--- src/rtl/decoder_s2_pkg.sv ---
// Shared types and timing constants for the WS2812 second decode stage.
// Window values assume a 20 MHz pipeline clock (50 ns per cycle).
package decoder_s2_pkg;

  localparam int BITS_PER_PIXEL = 24;
  localparam int CNT_W          = 10;

  // pipeline_types
  typedef enum logic [1:0] {
    ERR_HIGH    = 2'd0,
    ERR_LOW     = 2'd1,
    ERR_PARTIAL = 2'd2,
    ERR_OVFL    = 2'd3
  } err_code_e;

  typedef struct packed {
    logic             decode_bit;
    logic             valid;
    logic [CNT_W-1:0] counter;
    logic             rising;
  } decoder_s2_input_t;

  typedef struct packed {
    logic [BITS_PER_PIXEL-1:0] pixel;
    logic                      pixel_valid;
    logic                      frame_end;
    logic                      error;
    err_code_e                 err_code;
  } decoder_s3_input_t;

  typedef enum logic [1:0] {S_IDLE, S_RUN, S_RESYNC} state_e;

  // timing_constants
  typedef struct packed {
    int unsigned t0l_min;
    int unsigned t0l_max;
    int unsigned t1l_min;
    int unsigned t1l_max;
    int unsigned reset_min;
  } decode_params_t;

  function automatic int unsigned clip(input int unsigned v, input int unsigned cw);
    int unsigned max_v;
    max_v = (cw >= 32) ? 32'hFFFF_FFFF : ((32'd1 << cw) - 32'd1);
    return (v > max_v) ? max_v : v;
  endfunction

  // Low windows are nominal +/-150 ns; the reset gap is left unclipped so an
  // undersized counter is caught at elaboration rather than silently shortened.
  function automatic decode_params_t init_decode_params(input int unsigned cw);
    decode_params_t p;
    p.t0l_min   = clip(14, cw);
    p.t0l_max   = clip(20, cw);
    p.t1l_min   = clip(6, cw);
    p.t1l_max   = clip(12, cw);
    p.reset_min = 1000;
    return p;
  endfunction

  localparam decode_params_t TIMING = init_decode_params(CNT_W);
  localparam int unsigned T0L_CYCLES_MIN   = TIMING.t0l_min;
  localparam int unsigned T0L_CYCLES_MAX   = TIMING.t0l_max;
  localparam int unsigned T1L_CYCLES_MIN   = TIMING.t1l_min;
  localparam int unsigned T1L_CYCLES_MAX   = TIMING.t1l_max;
  localparam int unsigned RESET_CYCLES_MIN = TIMING.reset_min;

endpackage

--- src/rtl/decoder_s2_shift.sv ---
// Pixel shifter: holds the bits committed so far and the bit index.
// Only W-1 bits are stored; the final bit joins combinationally on the wrap.
module pixel_shift_reg #(
  parameter int W = 24
) (
  input  logic         clk,
  input  logic         rst_n,
  input  logic         shift_en,
  input  logic         clear,
  input  logic         bit_in,
  output logic [W-1:0] word_next,
  output logic         last
);
  localparam int IW = $clog2(W);

  logic [W-2:0]  sr_q, sr_d;
  logic [IW-1:0] idx_q, idx_d;

  assign word_next = {sr_q, bit_in};
  assign last      = (idx_q == IW'(W-1));

  always_comb begin
    sr_d  = sr_q;
    idx_d = idx_q;
    if (clear) begin
      sr_d  = '0;
      idx_d = '0;
    end else if (shift_en) begin
      sr_d  = word_next[W-2:0];
      idx_d = last ? '0 : idx_q + 1'b1;
    end
  end

  always_ff @(posedge clk or negedge rst_n) begin
    if (!rst_n) begin
      sr_q  <= '0;
      idx_q <= '0;
    end else begin
      sr_q  <= sr_d;
      idx_q <= idx_d;
    end
  end
endmodule

--- src/rtl/decoder_s2.sv ---
// WS2812 receive stage 2: commits decoded bits, assembles GRB pixels, detects
// the latch gap. Optional low-period check: define DECODER_S2_LOW_CHECK_EN.
module decoder_s2 import decoder_s2_pkg::*; #(
  parameter int Pbitsperpixel = BITS_PER_PIXEL,
  parameter int Cwidthcounter = CNT_W
) (
  input  logic              i_clk,
  input  logic              i_reset_n,
  input  decoder_s2_input_t i_decoder_s2,
  input  logic              i_ready,
  output decoder_s3_input_t o_decoder_s3
);
  localparam decode_params_t TP = init_decode_params(Cwidthcounter);
  localparam logic [Cwidthcounter-1:0] RST_MIN = Cwidthcounter'(TP.reset_min);
  localparam logic [Cwidthcounter-1:0] T0L_MIN = Cwidthcounter'(TP.t0l_min);
  localparam logic [Cwidthcounter-1:0] T0L_MAX = Cwidthcounter'(TP.t0l_max);
  localparam logic [Cwidthcounter-1:0] T1L_MIN = Cwidthcounter'(TP.t1l_min);
  localparam logic [Cwidthcounter-1:0] T1L_MAX = Cwidthcounter'(TP.t1l_max);
`ifdef DECODER_S2_LOW_CHECK_EN
  localparam bit LOW_CHECK = 1'b1;
`else
  localparam bit LOW_CHECK = 1'b0;
`endif

  if (TP.reset_min > (2**Cwidthcounter) - 1) begin : g_bad_reset
    $error("RESET_CYCLES_MIN does not fit in Cwidthcounter bits");
  end
  if (Cwidthcounter != CNT_W || Pbitsperpixel != BITS_PER_PIXEL) begin : g_bad_width
    $error("parameters disagree with the pipeline struct widths");
  end

  logic [Cwidthcounter-1:0] cnt;
  logic                     rising, is_gap, in_window, low_ok, ovfl;
  state_e                   state_q, state_d;
  logic                     pending_q, pending_d, gap_seen_q, gap_seen_d;
  logic                     shift_en, sr_clear, last, wrap, load, err, fe;
  err_code_e                code;
  logic [Pbitsperpixel-1:0] word_next;
  decoder_s3_input_t        out_q, out_d;

  assign cnt       = i_decoder_s2.counter;
  assign rising    = i_decoder_s2.rising;
  assign is_gap    = (cnt >= RST_MIN) && !gap_seen_q;
  assign in_window = i_decoder_s2.decode_bit ? (cnt >= T1L_MIN && cnt <= T1L_MAX)
                                             : (cnt >= T0L_MIN && cnt <= T0L_MAX);
  assign low_ok    = in_window || !LOW_CHECK;
  assign ovfl      = out_q.pixel_valid && !i_ready;
  assign wrap      = shift_en && last;

  pixel_shift_reg #(.W(Pbitsperpixel)) u_shift (
    .clk      (i_clk),
    .rst_n    (i_reset_n),
    .shift_en (shift_en),
    .clear    (sr_clear),
    .bit_in   (i_decoder_s2.decode_bit),
    .word_next(word_next),
    .last     (last)
  );

  always_comb begin
    state_d    = state_q;
    pending_d  = pending_q;
    gap_seen_d = rising ? 1'b0 : ((cnt >= RST_MIN) ? 1'b1 : gap_seen_q);
    shift_en   = 1'b0;
    sr_clear   = 1'b0;
    err        = 1'b0;
    code       = ERR_HIGH;
    fe         = 1'b0;
    case (state_q)
      S_IDLE: if (rising) begin
        pending_d = 1'b1;
        sr_clear  = 1'b1;
        state_d   = S_RUN;
      end
      S_RUN: if (is_gap) begin
        // The gap closes the last bit's low period: commit without a window check.
        if (pending_q) begin
          if (!i_decoder_s2.valid) begin
            err = 1'b1; code = ERR_HIGH;
          end else begin
            shift_en = 1'b1;
            if (!last)     begin err = 1'b1; code = ERR_PARTIAL; end
            else if (ovfl) begin err = 1'b1; code = ERR_OVFL;    end
            else           fe = 1'b1;
          end
        end
        // The gap itself is the resync point, so errors here land in IDLE.
        state_d   = S_IDLE;
        pending_d = 1'b0;
        sr_clear  = err;
        if (rising) begin
          state_d   = S_RUN;
          pending_d = 1'b1;
          sr_clear  = 1'b1;
        end
      end else if (rising) begin
        if (!i_decoder_s2.valid) begin
          err = 1'b1; code = ERR_HIGH;
        end else if (!low_ok) begin
          err = 1'b1; code = ERR_LOW;
        end else begin
          shift_en = 1'b1;
          if (last && ovfl) begin err = 1'b1; code = ERR_OVFL; end
        end
        if (err) begin
          sr_clear  = 1'b1;
          pending_d = 1'b0;
          state_d   = S_RESYNC;
        end
      end
      S_RESYNC: if (is_gap) begin
        state_d = S_IDLE;
        if (rising) begin
          state_d   = S_RUN;
          pending_d = 1'b1;
          sr_clear  = 1'b1;
        end
      end
      default: state_d = S_IDLE;
    endcase
  end

  assign load = wrap && !err;

  always_comb begin
    out_d             = '0;
    out_d.pixel       = load ? word_next : out_q.pixel;
    out_d.pixel_valid = load || (out_q.pixel_valid && !i_ready);
    out_d.frame_end   = fe;
    out_d.error       = err;
    out_d.err_code    = err ? code : ERR_HIGH;
  end

  always_ff @(posedge i_clk or negedge i_reset_n) begin
    if (!i_reset_n) begin
      state_q    <= S_IDLE;
      pending_q  <= 1'b0;
      gap_seen_q <= 1'b0;
      out_q      <= '0;
    end else begin
      state_q    <= state_d;
      pending_q  <= pending_d;
      gap_seen_q <= gap_seen_d;
      out_q      <= out_d;
    end
  end

  assign o_decoder_s3 = out_q;
endmodule
--- config.mk ---
export PLATFORM = sky130hd
export DESIGN_NAME = decoder_s2
export DESIGN_NICKNAME = d
export VERILOG_FILES = /design/src/rtl/decoder_s2_pkg.sv /design/src/rtl/decoder_s2_shift.sv /design/src/rtl/decoder_s2.sv
export SDC_FILE = /design/constraint.sdc
export NUM_CORES = 1
export LEC_CHECK = 0
export CAP_MARGIN = 20
export CORE_ASPECT_RATIO = 2
export CORE_MARGIN = 2
export CORE_UTILIZATION = 45
export CTS_CLUSTER_SIZE = 30
export DETAILED_ROUTE_END_ITERATION = 8
export DONT_BUFFER_PORTS = 1
export GPL_ROUTABILITY_DRIVEN = 1
export PLACE_DENSITY_LB_ADDON = 0.08
export SLEW_MARGIN = 0
export SYNTH_ARGS = -nofsm -noshare
export SYNTH_HDL_FRONTEND = slang
export SYNTH_SLANG_ARGS = --single-unit
--- constraint.sdc ---
create_clock -name i_clk -period 1.9 [get_ports i_clk]
set_clock_uncertainty 0.05 [all_clocks]
set_input_delay 0.285 -clock i_clk [delete_from_list [all_inputs] [get_ports i_clk]]
set_output_delay 0.285 -clock i_clk [all_outputs]
set_load 0.005 [all_outputs]
==> summary.md, run 1 <==
| Metric | Value |
|---|---|
| Top routing layer in use | `met4` |
| Inserted Clock Buffers | `9` |
| Via count | `1796` |
| Final Slew Violations | `0` |
| Yosys reg bits | `a little over 60` |
| Reg power frac | `about two fifths` |
| End-of-flow core utilization | `59.5%` |
| Mapped Area | `between 2000 and 3000 um2` |
| Final wirelength | `a little over 6000 um` |
| Vias/cell | `roughly 5.9` |
| P_sw | `0.000993 W` |
| First-pass GRT wire length | `between 9000 and 10000 um` |
| Die W | `just under 60 um` |
| EDFF count, synth | `0` |
| Final GP Congestion | `slightly below 0.8` |
| Final worst path period need | `approximately 2.0 ns` |
| DR iter-0 viols | `85` |
| Min-Delay Path Class | `input port to register` |
| Max Cap Violations | `0` |
| Max Clk Rate | `slightly above 500 MHz` |
| Outcome | `finished with violations` |
| Most frequent cells in the layout | `61 x dfrtp_1, 28 x a21oi_1, 23 x mux2i_1, 23 x buf_4, 21 x mux2_4` |
| Internal | `about 0.0026 W` |
| Crit. path cell count | `6` |
| Die ar. | `between 6000 and 7000 um2` |
| Period utilization | `104%` |
| Post-synthesis async set-or-reset flop share | `100%` |
| Sw frac | `27.3%` |
| WP data required | `between 2 and 2.5 ns` |
| Hold path depth | `1` |
| Setup-failing EPs final | `24` |
| Multi-input gate area | `approximately 1100 um2` |
| # fillers | `between 400 and 500` |
| Critical path's slowest cell | `dfrtp_1` |
| Largest net degree at the start of global routing | `62` |
| Routed length on met2 | `around 3200 um` |
| Total GRT Usage | `about 20%` |
| Syn_area_per_cell | `between 10 and 15 um2` |
| Top delay family on crit path | `simple AND/OR/NAND/NOR gates` |
| Final Hold Viols | `0` |
| Clock power frac | `between 40% and 50%` |
| Failing checks | `DRC, setup timing` |
| DR DRC count | `4` |
| ANT cells | `0` |
| RSZ-0062 raised after global routing | `yes` |
| HPWL Detailed | `roughly 3600 um` |
| Worst-path clk slew | `~0.050 ns` |
| Routed Antenna Nets | `0` |
| Top post-synthesis cells by area | `dfrtp_1 57%, mux2_4 11%, mux2i_1 8.6%` |
| CTS tree | `yes` |
| Worst R2R Path Depth | `6` |
| Final Cell Area | `3420 um2` |
| Placed inst area | `~3000 um2` |
| Clock Sink Count | `61` |
| Slowest stage delay, CP | `0.38 ns` |
| Worst-Skew Late Latency | `between 0.3 and 0.4 ns` |
| Setup slack at placement | `-0.0987 ns` |
| Clock buffer depth | `2` |
| Leak Pwr | `roughly 1.7 nW` |
| Final Worst Setup Slack | `-0.0777 ns` |
| Worst VDD drop | `0.480 mV` |
| Die Height | `113 um` |
| # IOs | `45` |
| Wirelength per Cell | `19.8 um` |
| Critical Path Start Type | `register` |
| Sequential area share after synthesis | `56.8%` |
| Max_slew headroom | `about four fifths` |
| PortBufs | `0` |
| Initial DRT Pass Iterations | `6` |
| Yosys top cell area share | `between 50% and 60%` |
| Total power | `~0.0036 W` |
| Register cell area after layout | `1530 um2` |
| Yosys top cell by area | `dfrtp_1` |
| WL met3 | `338 um` |
| Syn nets | `224` |
| WL met1 | `2370 um` |
| Vias in the first global route | `between 1500 and 2000` |
| Type of the worst setup path | `register to register` |
| Crit. End Element | `register` |
| Synth warn | `0` |
| Initial Util | `a little under half` |
| Core area | `~5800 um2` |
| Total gr overflow | `0` |
| Ys flop type | `dfrtp_1` |
| Final #Nets | `between 200 and 300` |
| Layout cells sized above 1 | `around 33%` |
| Post-synthesis instance total | `around 210` |
| Power share of the combinational group | `between 20% and 30%` |
| Clock root buffer | `clkbuf_16` |
| CP arrival | `between 2 and 2.5 ns` |
| Htree depth | `3` |
| Worst Path Max Fanout | `8` |
| WP buf/inv | `1` |
| Power Density | `about 1100 nW/um2` |
| Num rows | `39` |
| Area Overhead vs Synth | `27.3%` |
| Cell chain of the critical path | `nand4b_1 -> o2111a_1 -> or2_4 -> nand4_4 -> buf_12 -> mux2_2` |
| Commonest non-fill, non-tap cell in the layout | `dfrtp_1` |
| Post-synth cell types | `36` |
| Initial antenna violation count | `0` |
| Worst Tran Pin Value | `just under 0.3 ns` |
[final timing paths]
check	start	slack [ns]	to
min in group asynchronous	i_reset_n	0.46	o_decoder_s3[3]
worst min-delay path	i_decoder_s2[11]	0.04	o_decoder_s3[1]
worst max register to register	gap_seen_q	-0.08	o_decoder_s3[9]
worst max-delay path	gap_seen_q	-0.08	o_decoder_s3[9]
max in group asynchronous	i_reset_n	1.09	o_decoder_s3[5]
worst min register to register	u_shift.sr_q[22]	0.47	o_decoder_s3[28]
[cells by family (layout without fill, tap and decap cells)]
| family | count (synthesis) | after routing | synth area share [%] |
|---|---|---|---|
| compound gates | 44 | 44 | 9.35 |
| xor+xnor | 1 | 1 | 0.326 |
| fa+ha+maj | 1 | 1 | 0.465 |
| buf+inv | 11 | 50 | 2.47 |
| flops | 61 | 61 | 56.8 |
| mux | 47 | 47 | 21.3 |
| simple gates | 42 | 42 | 9.35 |
[registers in the layout, indices dropped and copies added, names as in the netlist]
signal / cells
gap_seen_q: 1
u_shift.idx_q: 5
u_shift.sr_q: 23
pending_q: 1
o_decoder_s3: 29
state_q: 2
[per-layer routing]
| metal | global-route usage (%) | vias to the layer above |
|---|---|---|
| li1 | - | 830 |
| met5 | 0 | - |
| met2 | 32.0 | 50 |
| met1 | 23.7 | 902 |
| met4 | 10.8 | 0 |
| met3 | 6.51 | 14 |
[timing repair]
action / in CTS / in global routing
resized for setup: 9 / 7
hold endpoints to repair: 62 / 0
endpoints found under the setup margin: 29 / 52
gates cloned: 2 / 1
hold buffers: 3 / 0
pin swaps: 1 / 2
buffers inserted: 2 / 2
[synth_stat cells, types with 2 or more instances]
cell	instances
nor2_1	7
buf_2	5
clkbuf_1	2
nand2_1	10
nand4b_1	3
mux2_2	5
nand4_1	2
nand3_1	5
dfrtp_1	61
nor3_1	2
a21oi_1	29
a22oi_1	4
nor2b_1	2
o21ai_0	5
mux2i_1	23
and4b_1	3
buf_6	2
mux2_4	19
[final cells by class]
cell class	instances	area share (%)
clock buffers	12	7.49
clock inverters	2	0.292
inverters	1	0.110
multi-input cells	135	33.6
flip-flops and latches	61	44.6
well taps	61	2.23
repair buffers	35	11.7
[power by group through the flow]
| stage | logic [W] | clock network, W | registers (W) |
|---|---|---|---|
| CTS | 0.000731 | 0.00149 | 0.00140 |
| global route | 0.000839 | 0.00155 | 0.00141 |
| detailed placement | 0.000655 | 0 | 0.00143 |
| global placement | 0.000644 | 0 | 0.00142 |
| finish | 0.000771 | 0.00146 | 0.00141 |
| floorplan | 0.000365 | 0 | 0.00143 |
[stage by stage]
stage               setup TNS, ns  hold WS [ns]  instances
finish                      -1.50        0.0374        307
global route                -5.33        0.0332        307
CTS                         -1.97        0.0290        305
detailed placement          -1.60       -0.0590        284
global placement            -1.14       -0.0592        284
floorplan                  -0.678       -0.0606        207
No activity file was read; power rests on OpenSTA's default activity.
==> inputs of run 2 (changes only) <==
clock period = 2.2 ns   (was 1.9 ns; I/O delays follow)
==> summary.md, run 2 (same netlist as run 1, synthesis figures left out) <==
| Metric | Value |
|---|---|
| Htree depth | `3` |
| Type of the worst setup path | `register to register` |
| Worst-Skew Late Latency | `between 0.3 and 0.4 ns` |
| Via count | `between 1500 and 2000` |
| Worst VDD drop | `approximately 0.56 mV` |
| Area Overhead vs Synth | `16.6%` |
| Final worst path period need | `between 2 and 2.5 ns` |
| WP data required | `2.35 ns` |
| Period utilization | `a little over nine tenths` |
| Num rows | `39` |
| Final #Nets | `approximately 240` |
| Total gr overflow | `0` |
| Die ar. | `around 6600 um2` |
| Clock root buffer | `clkbuf_16` |
| Setup slack at placement | `slightly above 0.08 ns` |
| Vias in the first global route | `around 1800` |
| Critical Path Start Type | `register` |
| Final Hold Viols | `0` |
| TNS Setup | `0 ns` |
| Power Density | `about 950 nW/um2` |
| DR iter-0 viols | `82` |
| ANT cells | `0` |
| DR DRC count | `3` |
| # IOs | `45` |
| Worst Tran Pin Value | `approximately 0.47 ns` |
| # fillers | `488` |
| Max Cap Violations | `0` |
| Most frequent cells in the layout | `61 x dfrtp_1, 28 x a21oi_1, 23 x mux2i_1` |
| Final wirelength | `about 5300 um` |
| Core area | `5760 um2` |
| Max Clk Rate | `483 MHz` |
| CTS tree | `yes` |
| Max_slew headroom | `between 60% and 70%` |
| Initial Util | `a little under half` |
| Largest net degree at the start of global routing | `between 60 and 70` |
| Commonest non-fill, non-tap cell in the layout | `dfrtp_1` |
| Final Worst Setup Slack | `0.132 ns` |
| CP arrival | `2.22 ns` |
| Total GRT Usage | `a little under a fifth` |
| Clock Sink Count | `between 60 and 70` |
| Post-Layout Cell Count | `286` |
| Failing checks | `DRC` |
| Layout cells sized above 1 | `around 23%` |
| Placed cells | `between 200 and 300` |
| Setup-failing EPs final | `0` |
| End-of-flow core utilization | `roughly 54%` |
| Min-Delay Path Class | `input port to register` |
| Crit. End Element | `register` |
| Final Slew Violations | `0` |
| Worst-path clk slew | `approximately 0.05 ns` |
| Vias/cell | `between 6 and 7` |
| Routed Antenna Nets | `0` |
| HPWL Detailed | `3560 um` |
| Max reg flops | `29` |
| Outcome | `finished with violations` |
| Hold Slack | `between 0.02 and 0.025 ns` |
| Leak Pwr | `approximately 1.5 nW` |
| Inserted Clock Buffers | `9` |
| Final GP Congestion | `about 0.85` |
| Clock buffer depth | `2` |
| First-pass GRT wire length | `8940 um` |
| Wirelength per Cell | `18.5 um` |
| Initial antenna violation count | `0` |
| RSZ-0062 raised after global routing | `no` |
| Die W | `~60 um` |
| Initial DRT Pass Iterations | `8` |
| PortBufs | `0` |
| Worst Path Max Fanout | `14` |
| Die Height | `between 100 and 150 um` |
## run 2: cell count changes in the layout (fill, tap and decap cells not counted), sizes merged
cell	before	now
clkbuf	14	15
buf	31	11
clkinv	2	1
dlygate4sd3	2	1
## run 2: final timing paths
kind / from / to / slack [ns] / depth (start not counted)
worst max-delay path: u_shift.idx_q[0] / o_decoder_s3[24] / 0.13 / 7
worst min-delay path: i_decoder_s2[0] / gap_seen_q / 0.02 / 1
worst max register to register: u_shift.idx_q[0] / o_decoder_s3[24] / 0.13 / 7
worst min register to register: u_shift.sr_q[21] / o_decoder_s3[27] / 0.48 / 1
max in group asynchronous: i_reset_n / o_decoder_s3[2] / 1.35 / 2
min in group asynchronous: i_reset_n / o_decoder_s3[14] / 0.50 / 2
## run 2: metrics by stage
stage,total power (W),cell area [um2]
after global placement,0.00169,2810
after CTS,0.00301,3120
final,0.00297,3140
after global routing,0.00313,3140
after detailed placement,0.00170,2810
after floorplan,0.00154,2690
## run 2: cell type report
cell class | count | area (um2) | share of cell area, %
Sequential cell | 61 | 1530 | 48.7
Multi-Input combinational cell | 135 | 1100 | 35.2
Clock buffer | 15 | 268 | 8.54
Timing Repair Buffer | 12 | 154 | 4.91
Tap cell | 61 | 76.3 | 2.43
Clock inverter | 1 | 5.00 | 0.160
Inverter | 1 | 3.75 | 0.120
## run 2: routing by layer
| layer | part of all wire (%) | track usage, % |
|---|---|---|
| met1 | 39 | 21.1 |
| met2 | 52 | 28.5 |
| met3 | 5.7 | 5.60 |
| met5 | 0 | 0 |
| met4 | 3.2 | 10.6 |
## run 2: repair_timing
action | CTS | global route
hold buffers | 2 | 0
hold endpoints to repair | 61 | 0
setup endpoints to repair | 0 | 22
resized for setup | 0 | 2
buffers inserted | 0 | 1
## run 2: report_power, final
group	switching [W]	internal, W
logic	0.000291	0.000181
clock network	0.000441	0.000821
registers	0.0000601	0.00118
total	0.000792	0.00218
## run 2: critical path, stage by stage, from the launching register on
cell and delay [ns]:
dfrtp_1 0.40, ha_1 0.24, and4b_1 0.23, nand3_1 0.15
nand4_1 0.20, nand4_4 0.19, buf_12 0.18, mux2_4 0.31
==> inputs of run 3 (changes only) <==
BUFFER_PORTS_ARGS = -buffer_cell sky130_fd_sc_hd__buf_2   (was not set)
DONT_BUFFER_PORTS = not set   (was 1)
==> summary.md, run 3 (same netlist as run 1, synthesis figures left out) <==
| Metric | Value |
|---|---|
| Outcome | `finished with violations` |
| Failing checks | `DRC` |
| Max_slew headroom | `62.5%` |
| Final wirelength | `between 5000 and 6000 um` |
| Worst-path clk slew | `about 0.05 ns` |
| Final Cell Area | `between 3000 and 4000 um2` |
| R2r startpoint | `u_shift.idx_q[0]` |
| Worst R2R Path Depth | `7` |
| CP arrival | `approximately 2.3 ns` |
| Die W | `58.7 um` |
| Htree depth | `3` |
| Inserted Clock Buffers | `9` |
| Clock Sink Count | `61` |
| Final Hold Viols | `0` |
| Worst-Skew Late Latency | `between 0.3 and 0.4 ns` |
| Clock root buffer | `clkbuf_16` |
| ANT cells | `0` |
| M1 GR Usage | `22.5%` |
| Num rows | `39` |
| Worst VDD drop | `between 0.6 and 0.7 mV` |
| Commonest non-fill, non-tap cell in the layout | `dfrtp_1` |
| Core area | `5760 um2` |
| Clock buffer depth | `2` |
| Period utilization | `96.3%` |
| Max Clk Rate | `roughly 470 MHz` |
| Vias/cell | `approximately 5.6` |
| Wirelength per Cell | `16.9 um` |
| CTS tree | `yes` |
| Placed inst area | `just over 3000 um2` |
| Type of the worst setup path | `register to register` |
| Total GRT Usage | `18.9%` |
| Critical Path Start Type | `register` |
| Most frequent cells in the layout | `61 x dfrtp_1, 41 x buf_2, 28 x a21oi_1` |
| Crit. Startpoint | `u_shift.idx_q[0]` |
| DR DRC count | `3` |
| Die Height | `around 110 um` |
| End-of-flow core utilization | `about three fifths` |
| Total gr overflow | `0` |
| GR peak layer | `met2` |
| Hold path depth | `2` |
| Multi-input gate area | `1100 um2` |
| Leak Pwr | `~1.8 nW` |
| Crit. End Element | `register` |
| Vias in the first global route | `1940` |
| Max reg flops | `29` |
| RSZ-0062 raised after global routing | `no` |
| Min-Delay Path Class | `input port to register` |
| Final Slew Violations | `0` |
| GRT met2 Usage | `30.4%` |
| DR iter-0 viols | `49` |
| Reg power frac | `between 40% and 50%` |
| Final worst path period need | `~2.1 ns` |
| Power share of the combinational group | `between 15 and 20%` |
| First-pass GRT wire length | `roughly 9400 um` |
| WP data required | `about 2.4 ns` |
| Post-Layout Cell Count | `332` |
| Final GP Congestion | `approximately 0.85` |
| Worst R2R Setup Slack | `between 0.08 and 0.09 ns` |
| TNS Setup | `0 ns` |
| Initial antenna violation count | `0` |
| Register cell area after layout | `about 1500 um2` |
| Placed cells | `around 320` |
| Routed Antenna Nets | `0` |
| Initial DRT Pass Iterations | `8` |
| Area Overhead vs Synth | `24.9%` |
| PortBufs | `roughly 40` |
| Setup-failing EPs final | `0` |
| Die ar. | `6650 um2` |
| Layout cells sized above 1 | `around 37%` |
| Final #Nets | `around 280` |
| Internal | `0.00220 W` |
| Largest net degree at the start of global routing | `29` |
| Power Density | `between 900 and 1000 nW/um2` |
| Met3 layer usage reported by global route | `5.03%` |
| # fillers | `approximately 490` |
| Sw frac | `around 27%` |
| HPWL Detailed | `3870 um` |
| Cts repair resizes | `0` |
| Initial Util | `a little under half` |
| Hold Path Origin | `i_decoder_s2[0]` |
| Worst Tran Pin Value | `0.563 ns` |
| # IOs | `45` |
| Worst hold endpoint | `gap_seen_q` |
| Via count | `1875` |
| P_sw | `0.000833 W` |
| Clock power frac | `a little over two fifths` |
| Critical R2R Capture | `o_decoder_s3[22]` |
| Max Cap Violations | `0` |
| Worst Path Max Fanout | `7` |
run 3: worst max path at each step:
stage | cells after the start | end
6_report | 7 | o_decoder_s3[22]
5_1_grt | 7 | o_decoder_s3[22]
4_1_cts | 7 | o_decoder_s3[24]
3_5_place_dp | 7 | o_decoder_s3[24]
3_3_place_gp | 7 | o_decoder_s3[25]
2_1_floorplan | 7 | o_decoder_s3[10]
run 3: through the flow:
stage / total power [W] / worst slack (ns) / hold slack (ns)
4_1_cts: 0.00306 / 0.0780 / 0.172
5_1_grt: 0.00316 / 0.00379 / 0.192
3_3_place_gp: 0.00176 / 0.102 / 0.300
3_5_place_dp: 0.00177 / 0.0920 / 0.318
6_report: 0.00303 / 0.0822 / 0.185
2_1_floorplan: 0.00154 / 0.199 / -0.0156
run 3: power groups by stage:
stage	registers (W)	clock network (W)	logic (W)
floorplan	0.00124	0	0.000308
global placement	0.00125	0	0.000510
detailed placement	0.00125	0	0.000520
CTS	0.00123	0.00131	0.000524
global route	0.00124	0.00135	0.000569
finish	0.00123	0.00128	0.000517
run 3: area by class of cell:
type                    count  share of cell area, %
clock buffers              12                   7.64
clock inverters             4                  0.671
inverters                   1                  0.112
multi-input cells         135                   32.7
flip-flops and latches     61                   45.5
well taps                  61                   2.27
repair buffers             58                   11.1
run 3: metal layers:
layer	part of all wire (%)	vias to the layer above
met5	0	-
met4	3.1	0
met3	4.4	13
met2	51	54
met1	41	935
li1	-	873
run 3: timing repair:
| item | in CTS | in global routing |
|---|---|---|
| hold buffers | 1 | 0 |
| hold endpoints to repair | 22 | 0 |
| setup buffers | 0 | 0 |
run 3: critical path, cell delays in order, from the launching register on:
cell     delay [ns]
dfrtp_1        0.41
ha_1           0.25
and4b_1        0.22
nand3_1        0.12
nand4_1        0.21
nand4_4        0.21
buf_4          0.21
mux2_4         0.31
